`src/rtl/kbus_cycle_sequencer.sv`:
```
// Konami-2 CPU bus cycle sequencer: 12 MHz enables, E/Q quadrature, AS strobe and DTAC stretch.
// Define KBUS_WATCHDOG_EN to bound DTAC stretches with a WDOG_CYCLES watchdog that raises BUSERR.
module kbus_cycle_sequencer #(
   parameter int unsigned WDOG_CYCLES = 64
) (
   input  logic SYSCLK,
   input  logic nRESET,
   input  logic VMA,
   input  logic DTAC,
   output logic CK12_CE,
   output logic NCK12_CE,
   output logic CKE,
   output logic CKQ,
   output logic CKQ_CE,
   output logic AS,
   output logic WAIT,
   output logic CPU_CE,
   output logic BUSERR
);

   typedef enum logic [1:0] {
      PH0 = 2'd0,
      PH1 = 2'd1,
      PH2 = 2'd2,
      PH3 = 2'd3
   } ph_t;

   ph_t  r_ph;
   logic r_t;
   logic r_cke;
   logic r_ckq;
   logic r_ckq_ce;
   logic r_as;
   logic r_wait;
   logic r_cpu_ce;
   logic r_buserr;
   logic w_force;
   logic w_stretch;

`ifdef KBUS_WATCHDOG_EN
   logic [7:0] r_wdog;

   assign w_force = (r_wdog == 8'(WDOG_CYCLES));
`else
   logic w_unused_wdog;

   assign w_force       = 1'b0;
   assign w_unused_wdog = (WDOG_CYCLES == 0);
`endif

   // Only a real (AS low) cycle waits on DTAC; a watchdog expiry completes it regardless.
   assign w_stretch = ~r_as & DTAC & ~w_force;

   // NOTE: every register below is assigned with <= so all of them see the pre-edge values
   // of r_ph/r_as within one SYSCLK edge; blocking here would chain the decodes.
   always_ff @(posedge SYSCLK or negedge nRESET) begin
      if (!nRESET) begin
         r_t      <= 1'b0;
         r_ph     <= PH0;
         r_cke    <= 1'b0;
         r_ckq    <= 1'b0;
         r_ckq_ce <= 1'b0;
         r_as     <= 1'b1;
         r_wait   <= 1'b0;
         r_cpu_ce <= 1'b0;
         r_buserr <= 1'b0;
`ifdef KBUS_WATCHDOG_EN
         r_wdog   <= 8'd0;
`endif
      end else begin
         r_t      <= ~r_t;
         r_ckq_ce <= 1'b0;
         r_cpu_ce <= 1'b0;
         r_buserr <= 1'b0;
         if (r_t) begin
            unique case (r_ph)
               PH0: begin
                  r_ph     <= PH1;
                  r_ckq    <= 1'b1;
                  r_ckq_ce <= 1'b1;
                  r_as     <= ~VMA;
               end
               PH1: begin
                  r_ph  <= PH2;
                  r_cke <= 1'b1;
               end
               PH2: begin
                  r_ph  <= PH3;
                  r_ckq <= 1'b0;
               end
               PH3: begin
                  if (w_stretch) begin
                     r_wait <= 1'b1;
`ifdef KBUS_WATCHDOG_EN
                     r_wdog <= r_wdog + 8'd1;
`endif
                  end else begin
                     r_ph     <= PH0;
                     r_cke    <= 1'b0;
                     r_wait   <= 1'b0;
                     r_as     <= 1'b1;
                     r_cpu_ce <= 1'b1;
                     r_buserr <= w_force & ~r_as & DTAC;
`ifdef KBUS_WATCHDOG_EN
                     r_wdog   <= 8'd0;
`endif
                  end
               end
            endcase
         end
      end
   end

   assign CK12_CE  = r_t;
   assign NCK12_CE = ~r_t;
   assign CKE      = r_cke;
   assign CKQ      = r_ckq;
   assign CKQ_CE   = r_ckq_ce;
   assign AS       = r_as;
   assign WAIT     = r_wait;
   assign CPU_CE   = r_cpu_ce;
`ifdef KBUS_WATCHDOG_EN
   assign BUSERR   = r_buserr;
`else
   assign BUSERR   = 1'b0;
`endif

endmodule
```
`config.mk`:
```
export PLATFORM = sky130hd
export DESIGN_NAME = kbus_cycle_sequencer
export DESIGN_NICKNAME = d
export VERILOG_FILES = /design/src/rtl/kbus_cycle_sequencer.sv
export SDC_FILE = /design/constraint.sdc
export NUM_CORES = 1
export LEC_CHECK = 0
export ABC_AREA = 1
export CAP_MARGIN = 20
export CORE_AREA = 3 3 40 42
export DETAILED_ROUTE_END_ITERATION = 8
export DIE_AREA = 0 0 43 45
export PLACE_DENSITY_LB_ADDON = 0.15
export SYNTH_ARGS = -nofsm -noshare
export SYNTH_HDL_FRONTEND = slang
export SYNTH_SLANG_ARGS = --single-unit
```
`constraint.sdc`:
```
create_clock -name SYSCLK -period 1.1 [get_ports SYSCLK]
set_input_delay 0.165 -clock SYSCLK [delete_from_list [all_inputs] [get_ports SYSCLK]]
set_output_delay 0.165 -clock SYSCLK [all_outputs]
set_load 0.01 [all_outputs]
```
==> impl_metrics.toml <==
[yosys]
yosys.area_share.simple_pct = 23.5
yosysWarnings = 0
syn-instance-count = 52
yosys.cell_types.count = 18
netlist.top_cell.by_area = "dfrtp_1"
yosysTopAreaCellShare_pct = 43.2
synth-edff-count = 0
synth_most_common_cell = "nand2_1"
synth_area_leaders = "dfrtp_1 (43%), ha_1 (11%), nand2_1 (9.7%)"
synthAdderAreaFrac_pct = 10.8
synthFlopType = "dfrtp_1"
synth_compound_area_share_pct = 3.24
muxShareOfSynthArea_pct = 0
ys_ff_latch = 9
synth_common_cells = "nand2_1 (12), dfrtp_1 (8), inv_1 (7), ha_1 (4), nand3_1 (4)"
synth.avg_cell_area_um2 = 8.90
async_reset_ff_share_pct = 100
yosysSeqAreaShare_pct = 48.9
synth_top_family_by_area = "simple AND/OR/NAND/NOR gates"
synth_xor_area_share_pct = 0
syn_area_um2 = 463
postSynthNetCount = 60

[detailed_routing]
routed_wl_um = 1000
ant_nets = 0
post_drt_wl_per_cell_um = 11.5
vias = 399
drt_iter0_drc = 4
drtPass1Iterations = 4
drc = 0
via_per_inst = 4.59

[clock_tree]
cts_buffers = 3
cts_sinks = 9
cts_max_level = 1
clk_latency_ps = 260
cts_tree = "done"
cts-root-buf = "clkbuf_4"
cts_max_path_buffers = 2
clkTransAtPathRegs_ps = 70

[worst_setup_path]
reg2reg_depth = 7
crit_slowest_cell = "dfrtp_1"
cp_data_required_time_ps = 940
slowest_delay_ps = 390
cp_max_fo = 2
worst-path-buf-inv = 3
worst_setup_path_start_kind = "flip-flop"
r2r_slack_ps = 30
crit_type = "reg2out"
crit_top_cell = "buf_6"
crit_chain = "buf_6 -> inv_4 -> buf_6"
rr_startpoint = "r_ph[1]$_DFFE_PN0P_"
cp_data_arrival_time_ps = 920
critPathCaptureType = "output port"
path_delay_family = "flip-flops"
reg2reg_to = "AS$_DFFE_PN1P_"

[timing]
fin_worst_skew_ps = 7.23
hold_ws_ps = 192
max_clock_freq_mhz = 926
setup_violations = 0
finalHoldViolCount = 0
rsz0062_at_grt = "true"
fin_crit_sh_pct = 98.2
final_max_slew_viol_count = 0
fin_ws_ps = 19.9
min_period_ps = 1080

[outcome]
status = "finished, final reports clean"

[placement]
dpl.hpwl_um = 633
post-place-cells = 80
gp_congestion = 0.704
io_buffers = 11
place_ws_ps = -95.0

[floorplan]
fp.dieH_um = 45
die_width_um = 43
die_area_mm2 = 0.00194
start_util_pct = 36.0
ios = 13
core_area_mm2 = 0.00128
row_count = 13

[layout]
regArea_um2 = 229
areaGrowthSynthToFinish_pct = 58.1
nets = 81
final_layout_size_suffix_gt1_share_pct = 44.4
diodes = 0
multi_input_area_um2 = 235
fin_cells = 87
n_fill_cell = 117

[pwr]
seqPwrFrac_pct = 32.4
power_density_mw_per_mm2 = 2590
pwr-share-comb_pct = 54.1
ir_drop_mv = 1.29
clkPwrFrac_pct = 13.5
p_sw_uw = 754
swShare_pct = 39.8
p_leak_uw = 0.000369
p_int_uw = 1140

[worst_hold_path]
hp-class = "in2async"

[global_route]
antenna_found_initial = 0
overflow = 0
grt_max_degree = 10
grt_usage_pct = 10.3
grt_pass1_wl_um = 1420
grt_pass1_vias = 360

[flow_run]
maxCapViolations = 0
[how the worst max path moves through the flow]
| stage | from | to | slack (ps) | cells past startpoint |
|---|---|---|---|---|
| 6_report | CK12_CE$_DFF_PN0_ | NCK12_CE | 20 | 3 |
| 5_1_grt | r_ph[0]$_DFFE_PN0P_ | AS$_DFFE_PN1P_ | -30 | 7 |
| 4_1_cts | CK12_CE$_DFF_PN0_ | CK12_CE | 0.05 | 1 |
| 3_5_place_dp | AS$_DFFE_PN1P_ | AS | -100 | 1 |
| 3_3_place_gp | AS$_DFFE_PN1P_ | AS | -90 | 1 |
| 2_1_floorplan | r_ph[0]$_DFFE_PN0P_ | r_ph[0]$_DFFE_PN0P_ | 80 | 5 |
[layout by cell type, fill, tap and decap left out, drive strengths merged, types with 2 or more instances in the layout]
cell type | synthesis | final
buf | 2 | 9
clkdlybuf4s15 | 0 | 4
nand3 | 5 | 5
o21ai | 2 | 2
clkbuf | 0 | 4
ha | 4 | 4
clkdlybuf4s50 | 0 | 3
dlygate4sd2 | 0 | 2
nand2 | 13 | 13
inv | 10 | 10
dfrtp | 8 | 8
nor2 | 3 | 3
[metrics by stage]
stage | total power, µW | TNS [ps] | utilization, % | cell area, µm²
after floorplan | 1050 | 0 | - | 463
after global placement | 1320 | -134 | 46.9 | 603
after detailed placement | 1340 | -181 | 46.9 | 603
after CTS | 1550 | 0 | 48.9 | 628
after global routing | 2070 | -110 | 57.0 | 732
final | 1900 | 0 | 57.0 | 732
[repair_timing]
action,CTS,global route
cloned,0,0
hold buffers,0,0
pin swaps,0,7
buffers inserted,1,2
gates resized for setup,16,27
setup endpoints to repair,12,10
[per-layer routing]
metal | up-vias | GRT usage [%] | share of wire, % | routed length (µm)
li1 | 198 | - | - | -
met1 | 187 | 11.2 | 43 | 429
met2 | 12 | 16.5 | 50 | 497
met3 | 2 | 2.79 | 6.9 | 69
met4 | 0 | 9.04 | 0.80 | 8
met5 | - | 0 | 0 | 0
[power groups by stage]
stage,registers [µW],clock network [µW],logic [µW]
2_1_floorplan,590,0,464
3_3_place_gp,552,0,771
3_5_place_dp,558,0,781
4_1_cts,551,267,731
5_1_grt,631,291,1150
6_report,614,256,1030
[cell type report]
class / instances / area share [%]
tap: 15 / 2.56
multi-input combinational: 31 / 32.1
inverter: 10 / 6.15
sequential: 9 / 31.3
clock buffer: 4 / 3.59
timing repair buffer: 18 / 24.3
[logic make-up (layout without fill, tap and decap cells)]
| group | after synthesis | count (layout) |
|---|---|---|
| AND/OR/NAND/NOR | 23 | 23 |
| buffers and inverters | 12 | 32 |
| flip-flops | 9 | 9 |
| adder cells (fa/ha/maj) | 4 | 4 |
| AO/OA/AOI/OAI | 3 | 3 |
| other | 1 | 1 |
[registers in the layout, indices dropped and copies added (netlist names)]
signal / flops
CK12_CE: 1
CKQ: 1
r_ph: 2
CPU_CE: 1
WAIT: 1
CKE: 1
CKQ_CE: 1
AS: 1
Note: power is estimated with default switching activity, not from simulation.
